<file path="src/rtl/cascade_counter.sv">
// Multi-digit up/down counter in base BASE with sync clear, clamped parallel load,
// wrap or saturate at the ends of the range, and a runtime target comparator.
module cascade_counter #(
  parameter int unsigned DIGITS   = 2,
  parameter int unsigned DIGIT_W  = 4,
  parameter int unsigned BASE     = 10,
  parameter int unsigned SATURATE = 0
) (
  input  logic                      clk,
  input  logic                      rst_b,
  input  logic                      clr,
  input  logic                      ld,
  input  logic [DIGITS*DIGIT_W-1:0] ld_val,
  input  logic                      en,
  input  logic                      dn,
  input  logic [DIGITS*DIGIT_W-1:0] target,
  output logic [DIGITS*DIGIT_W-1:0] cnt,
  output logic                      at_max,
  output logic                      at_min,
  output logic                      wrap,
  output logic                      tgt_hit,
  output logic                      tgt_pls
);

  localparam int unsigned W = DIGITS * DIGIT_W;
  localparam logic [DIGIT_W-1:0] MaxDigit = DIGIT_W'(BASE - 1);
  localparam logic [DIGIT_W:0]   BaseExt  = (DIGIT_W + 1)'(BASE);

  logic [W-1:0]      cnt_q, cnt_d;
  logic              wrap_q, wrap_d;
  logic              tgt_pls_q, tgt_pls_d;
  logic [DIGITS-1:0] is_max, is_min;
  logic [W-1:0]      up_cnt, dn_cnt, ld_clamped;
  logic              tgt_valid;

  // Per-digit decode: end-of-digit flags, load clamping and target digit validity.
  always_comb begin
    is_max     = '0;
    is_min     = '0;
    ld_clamped = '0;
    tgt_valid  = 1'b1;
    for (int i = 0; i < DIGITS; i++) begin
      is_max[i] = (cnt_q[i*DIGIT_W +: DIGIT_W] == MaxDigit);
      is_min[i] = (cnt_q[i*DIGIT_W +: DIGIT_W] == '0);
      if ({1'b0, ld_val[i*DIGIT_W +: DIGIT_W]} >= BaseExt) begin
        ld_clamped[i*DIGIT_W +: DIGIT_W] = MaxDigit;
      end else begin
        ld_clamped[i*DIGIT_W +: DIGIT_W] = ld_val[i*DIGIT_W +: DIGIT_W];
      end
      if ({1'b0, target[i*DIGIT_W +: DIGIT_W]} >= BaseExt) tgt_valid = 1'b0;
    end
  end

  // Ripple carry/borrow across digits; a digit steps only when all lower digits roll.
  always_comb begin
    logic carry, borrow;
    up_cnt = cnt_q;
    dn_cnt = cnt_q;
    carry  = 1'b1;
    borrow = 1'b1;
    for (int i = 0; i < DIGITS; i++) begin
      if (carry) begin
        up_cnt[i*DIGIT_W +: DIGIT_W] = is_max[i] ? '0
                                     : cnt_q[i*DIGIT_W +: DIGIT_W] + DIGIT_W'(1);
      end
      if (borrow) begin
        dn_cnt[i*DIGIT_W +: DIGIT_W] = is_min[i] ? MaxDigit
                                     : cnt_q[i*DIGIT_W +: DIGIT_W] - DIGIT_W'(1);
      end
      carry  = carry & is_max[i];
      borrow = borrow & is_min[i];
    end
  end

  assign at_max = &is_max;
  assign at_min = &is_min;

  always_comb begin
    cnt_d  = cnt_q;
    wrap_d = 1'b0;
    if (clr) begin
      cnt_d = '0;
    end else if (ld) begin
      cnt_d = ld_clamped;
    end else if (en) begin
      if (!dn) begin
        if (!(at_max && (SATURATE != 0))) begin
          cnt_d  = up_cnt;
          wrap_d = at_max;
        end
      end else begin
        if (!(at_min && (SATURATE != 0))) begin
          cnt_d  = dn_cnt;
          wrap_d = at_min;
        end
      end
    end
    tgt_pls_d = tgt_valid && (cnt_d == target) && (cnt_d != cnt_q);
  end

  always_ff @(posedge clk or negedge rst_b) begin
    if (!rst_b) begin
      cnt_q     <= '0;
      wrap_q    <= 1'b0;
      tgt_pls_q <= 1'b0;
    end else begin
      cnt_q     <= cnt_d;
      wrap_q    <= wrap_d;
      tgt_pls_q <= tgt_pls_d;
    end
  end

  assign cnt     = cnt_q;
  assign wrap    = wrap_q;
  assign tgt_pls = tgt_pls_q;
  assign tgt_hit = tgt_valid && (cnt_q == target);

endmodule

</file>
<file path="config.mk">
export PLATFORM = sky130hd
export DESIGN_NAME = cascade_counter
export DESIGN_NICKNAME = d
export VERILOG_FILES = /design/src/rtl/cascade_counter.sv
export SDC_FILE = /design/constraint.sdc
export NUM_CORES = 1
export LEC_CHECK = 0
export ABC_AREA = 1
export CAP_MARGIN = 15
export CORE_MARGIN = 1.5
export CORE_UTILIZATION = 55
export DETAILED_ROUTE_END_ITERATION = 8
export GPL_ROUTABILITY_DRIVEN = 0
export PLACE_DENSITY = 0.87
export SETUP_SLACK_MARGIN = 0.15
export SLEW_MARGIN = 20
export SYNTH_ARGS = -nofsm -noshare
export SYNTH_HDL_FRONTEND = slang
export SYNTH_SLANG_ARGS = --single-unit
</file>
<file path="constraint.sdc">
create_clock -name clk -period 3.2 [get_ports clk]
set_clock_uncertainty 0.1 [all_clocks]
set_input_delay 0.32 -clock clk [delete_from_list [all_inputs] [get_ports clk]]
set_output_delay 0.32 -clock clk [all_outputs]
set_load 0.005 [all_outputs]
</file>
# Yosys cells after proc, flatten, opt, wreduce, memory -nomap -nowiden
# Index checks and enable logic that the tools add are counted.
# W data, S select, Z words.
# word_totals
latchBits	0
reg_bits	10
mem_count	0
wordCells	41
mem_bits_rw	0
mem_bits_ro	0
# op_classes
shift	0
order_cmp	4
eq_ne	5
n_div	0
n_reduce_logical	7
bitwise_logic	0
n_mux	18
n_mul	0
add_sub_neg	4
# op_table
operator	count
$mux W4	8
$mux W8	4
$eq A8 B8 Y1	2
$ge A4 B4 Y1 const B	4
$add A4 B1 Y4 const B	2
$eq A4 B4 Y1 const B	2
$logic_not A4 Y1	2
$ne A8 B8 Y1	1
$sub A4 B1 Y4 const B	2
$mux W1	6
$reduce_and A2 Y1	2
$logic_and A1 B1 Y1	3

# Depth between registers and ports, before layout
# logic_depth
depth_word	10
mapped_depth	16
depth_no_buf	16

# Least setup slack after synthesis
# No wires, ideal clock.
# synth_path
kind	register to register
startpoint	register cnt_q[0], in the netlist cnt[0]
endpoint	register tgt_pls_q, in the netlist tgt_pls
arrival_time_ps	1734
path_stages_with_launch	16
setup_slack_ps	1250
path_cell_list	dfrtp_1 -> inv_1 -> ha_1 -> nand2_2 -> nor2_4 -> nand2_1 -> nor2_1 -> nor2_1 -> nand3_1 -> nand2_2 -> nand2_2 -> nand2_1 -> nand2_1 -> nand3_1 -> nor2_1 -> nor2_1
# synth_between
elab_chain_len	9
# synth_lines
element	line	text
start: declaration	29	logic [W-1:0] cnt_q, cnt_d;
start signal: assignment	107	cnt_q <= cnt_d;
$add A4 B1 Y4 (tied with other cells)	64	: cnt_q[i*DIGIT_W +: DIGIT_W] + DIGIT_W'(1);
$mux W4 (on tied branches)	-	
$mux W8	86	if (!dn) begin
$mux W8	85	end else if (en) begin
$mux W8	83	end else if (ld) begin
$mux W8	81	if (clr) begin
$eq A8 B8 Y1	98	tgt_pls_d = tgt_valid && (cnt_d == target) && (cnt_d != cnt_q);
$logic_and A1 B1 Y1	98	
$logic_and A1 B1 Y1 *	98	
net tgt_pls_d	31	logic tgt_pls_q, tgt_pls_d;
end signal: assignment	109	tgt_pls_q <= tgt_pls_d;
end: declaration	31	
# The timed path passes the listed nets; every way through them passes the cells marked *.

# Worst setup path after layout
# layout_path
startpoint	register cnt_q[6], in the netlist cnt[6]
endpoint	output tgt_hit
# layout_between
elab_chain_len	2
# layout_lines
element	line	text
$eq A8 B8 Y1	116	assign tgt_hit = tgt_valid && (cnt_q == target);
$logic_and A1 B1 Y1	116	
end: declaration	21	output logic tgt_hit,
# No other way between the ends.

==> metrics.txt <==
Critical path origin cnt[6]; Top FF cell, synth dfrtp_1; Max Slew Vio Count 0; reg2reg path depth 15; register area share after synthesis 16.5%; via count 1741; list of most frequent post-synthesis cells nand2_1, nor2_1, nand3_1, inv_1, a21oi_1; MaxCap Viol Count 0; core footprint 0.00254 mm²; number of I/O port buffers 34; GRT overflow 0; minimum clock period 2790 ps; HP Class in2async; Clk Latency, worst-skew pair 270 ps; static leakage 0.982 nW; Critical Path End tgt_hit; P per Cell Area 276 mW/mm²; Routed Antenna Nets 0; flop-to-flop setup slack 850 ps; clock sink count 10; Cell variety after synth 26; post-DP HPWL 3160 µm; Hold Buf Count CTS 0; CP endpoint kind output pin; Synth Register Bits 10; Placed Area 0.00185 mm²; reg2reg start cnt[0]; I/O pin cnt 35; WL/cell 12.5 µm; Layout area overhead 24.4%; global-route wire length before repair 6870 µm; Worst-path clk slew 80 ps; Iteration-0 DRC Markers 87; critical setup path kind reg2out; CTS tree done; TritonCTS Buffers 3; number of setup violations in the final report 0; Peak VDD IR 0.299 mV; status complete, no violations; largest fanout on the critical path 11; Synth top area share 20.3%; Die X 55.5 µm; vias in the first global route 1566; layout cells sized above 1 11.2%; Via-to-Cell Ratio 5.36; post-layout net count 325; Critical Path RT 2780 ps; syn nets 292; Synth Warn # 0; htree depth 1; ys async rst share 100%; syn avg cell area 5.76 µm²; Cell Rows 18; Post-CTS Setup Inserts 0; Syn Inst Count 263; CP startpoint kind flop; clock root cell clkbuf_4; pin count of the biggest net entering global routing 12; Clock Tree Buf Depth 2; # diodes 0; fill cell count 225; final WL 4050 µm; TNS Setup 0 ps; cell with the most instances after synthesis nand2_1; R2R Path End tgt_pls; Residual DRC 0; fin crit share 87.2%; Peak Freq 359 MHz; die height 55.5 µm; critical path arrival 2370 ps; antenna violations before repair 0; post-route cell area 0.00188 mm²; DRT Pass-1 Iters 5; DIE AREA 0.00308 mm²; final core utilization 74.0%; Yosys top cell by area nand2_1; RSZ-0062 raised after global routing false; top cells by area, synth nand2_1, dfrtp_1, nand3_1; post-CTS sizing 0; GRT Overall Usage 27.5%; worst-margin pin slew 601 ps; hold slack 273 ps; Initial Utilization 59.5%; synthesized area 0.00152 mm²; relative slew slack 59.9%; Hold Violations, Final 0; number of synthesized flops with an enable pin 0
[power breakdown]
part	total, W	switching, W	internal (W)
clock network	0.000122	0.0000528	0.0000692
logic	0.000239	0.000136	0.000103
registers	0.000159	0.0000253	0.000133
[metal layers]
| metal | global-route usage (%) | up-vias | part of all wire, % |
|---|---|---|---|
| li1 | - | 885 | - |
| met1 | 36.8 | 765 | 46 |
| met2 | 44.4 | 79 | 45 |
| met3 | 4.68 | 12 | 7.3 |
| met4 | 9.41 | 0 | 2.0 |
| met5 | 0 | - | 0 |
[sequential cells by signal, indices dropped and copies added, names as in the netlist]
| name | count |
|---|---|
| wrap | 1 |
| tgt_pls | 1 |
| cnt | 8 |
[stage by stage]
step / setup slack, ps / std cells / power (W)
2_1_floorplan: 1250 / 263 / 0.000315
3_3_place_gp: 591 / 321 / 0.000392
3_5_place_dp: 594 / 321 / 0.000396
4_1_cts: 472 / 325 / 0.000518
5_1_grt: 305 / 325 / 0.000557
6_report: 411 / 325 / 0.000520
[area by class of cell]
cell class | instances | area [µm²] | area share [%]
sequential | 10 | 250 | 13.3
inverter | 37 | 146 | 7.77
multi-input combinational | 210 | 1070 | 57.0
timing repair buffer | 34 | 340 | 18.1
clock buffer | 4 | 36.3 | 1.93
tap | 30 | 37.5 | 1.99
[worst max-delay path, cell delays in order, from the launching register on]
cell and delay, ps:
dfrtp_1 540, xor2_1 230, nor4_1 440, nand3_1 120, nor4_1 210, clkdlybuf4s50_1 550
[placed cells by master (no fill, tap or decap), drive strengths merged]
cell type	count
xnor2	2
dfrtp	10
ha	7
nor4	2
o21ai	4
nand3	37
clkdlybuf4s50	34
clkbuf	4
xor2	7
inv	36
nand2	92
a21oi	16
nor2	40
nand4	3
clkinv	1
[kinds of logic (layout without fill, tap and decap cells)]
kind of cell,Yosys count,in the layout,share of synthesized area (%)
simple gates,174,174,53.3
buf+inv,43,75,12.6
compound gates,20,20,6.61
flops,10,10,16.5
xor+xnor,9,9,5.20
fa+ha+maj,7,7,5.78
[how the worst min path moves through the flow]
stage | cells after the start | slack [ps] | from | to
after floorplan | 0 | -80 | rst_b | cnt[0]
after global placement | 1 | 580 | rst_b | wrap
after detailed placement | 1 | 590 | rst_b | cnt[7]
after CTS | 1 | 290 | rst_b | wrap
after global routing | 1 | 310 | rst_b | wrap
final | 1 | 270 | rst_b | cnt[7]
Note: power is estimated with default switching activity, not from simulation.
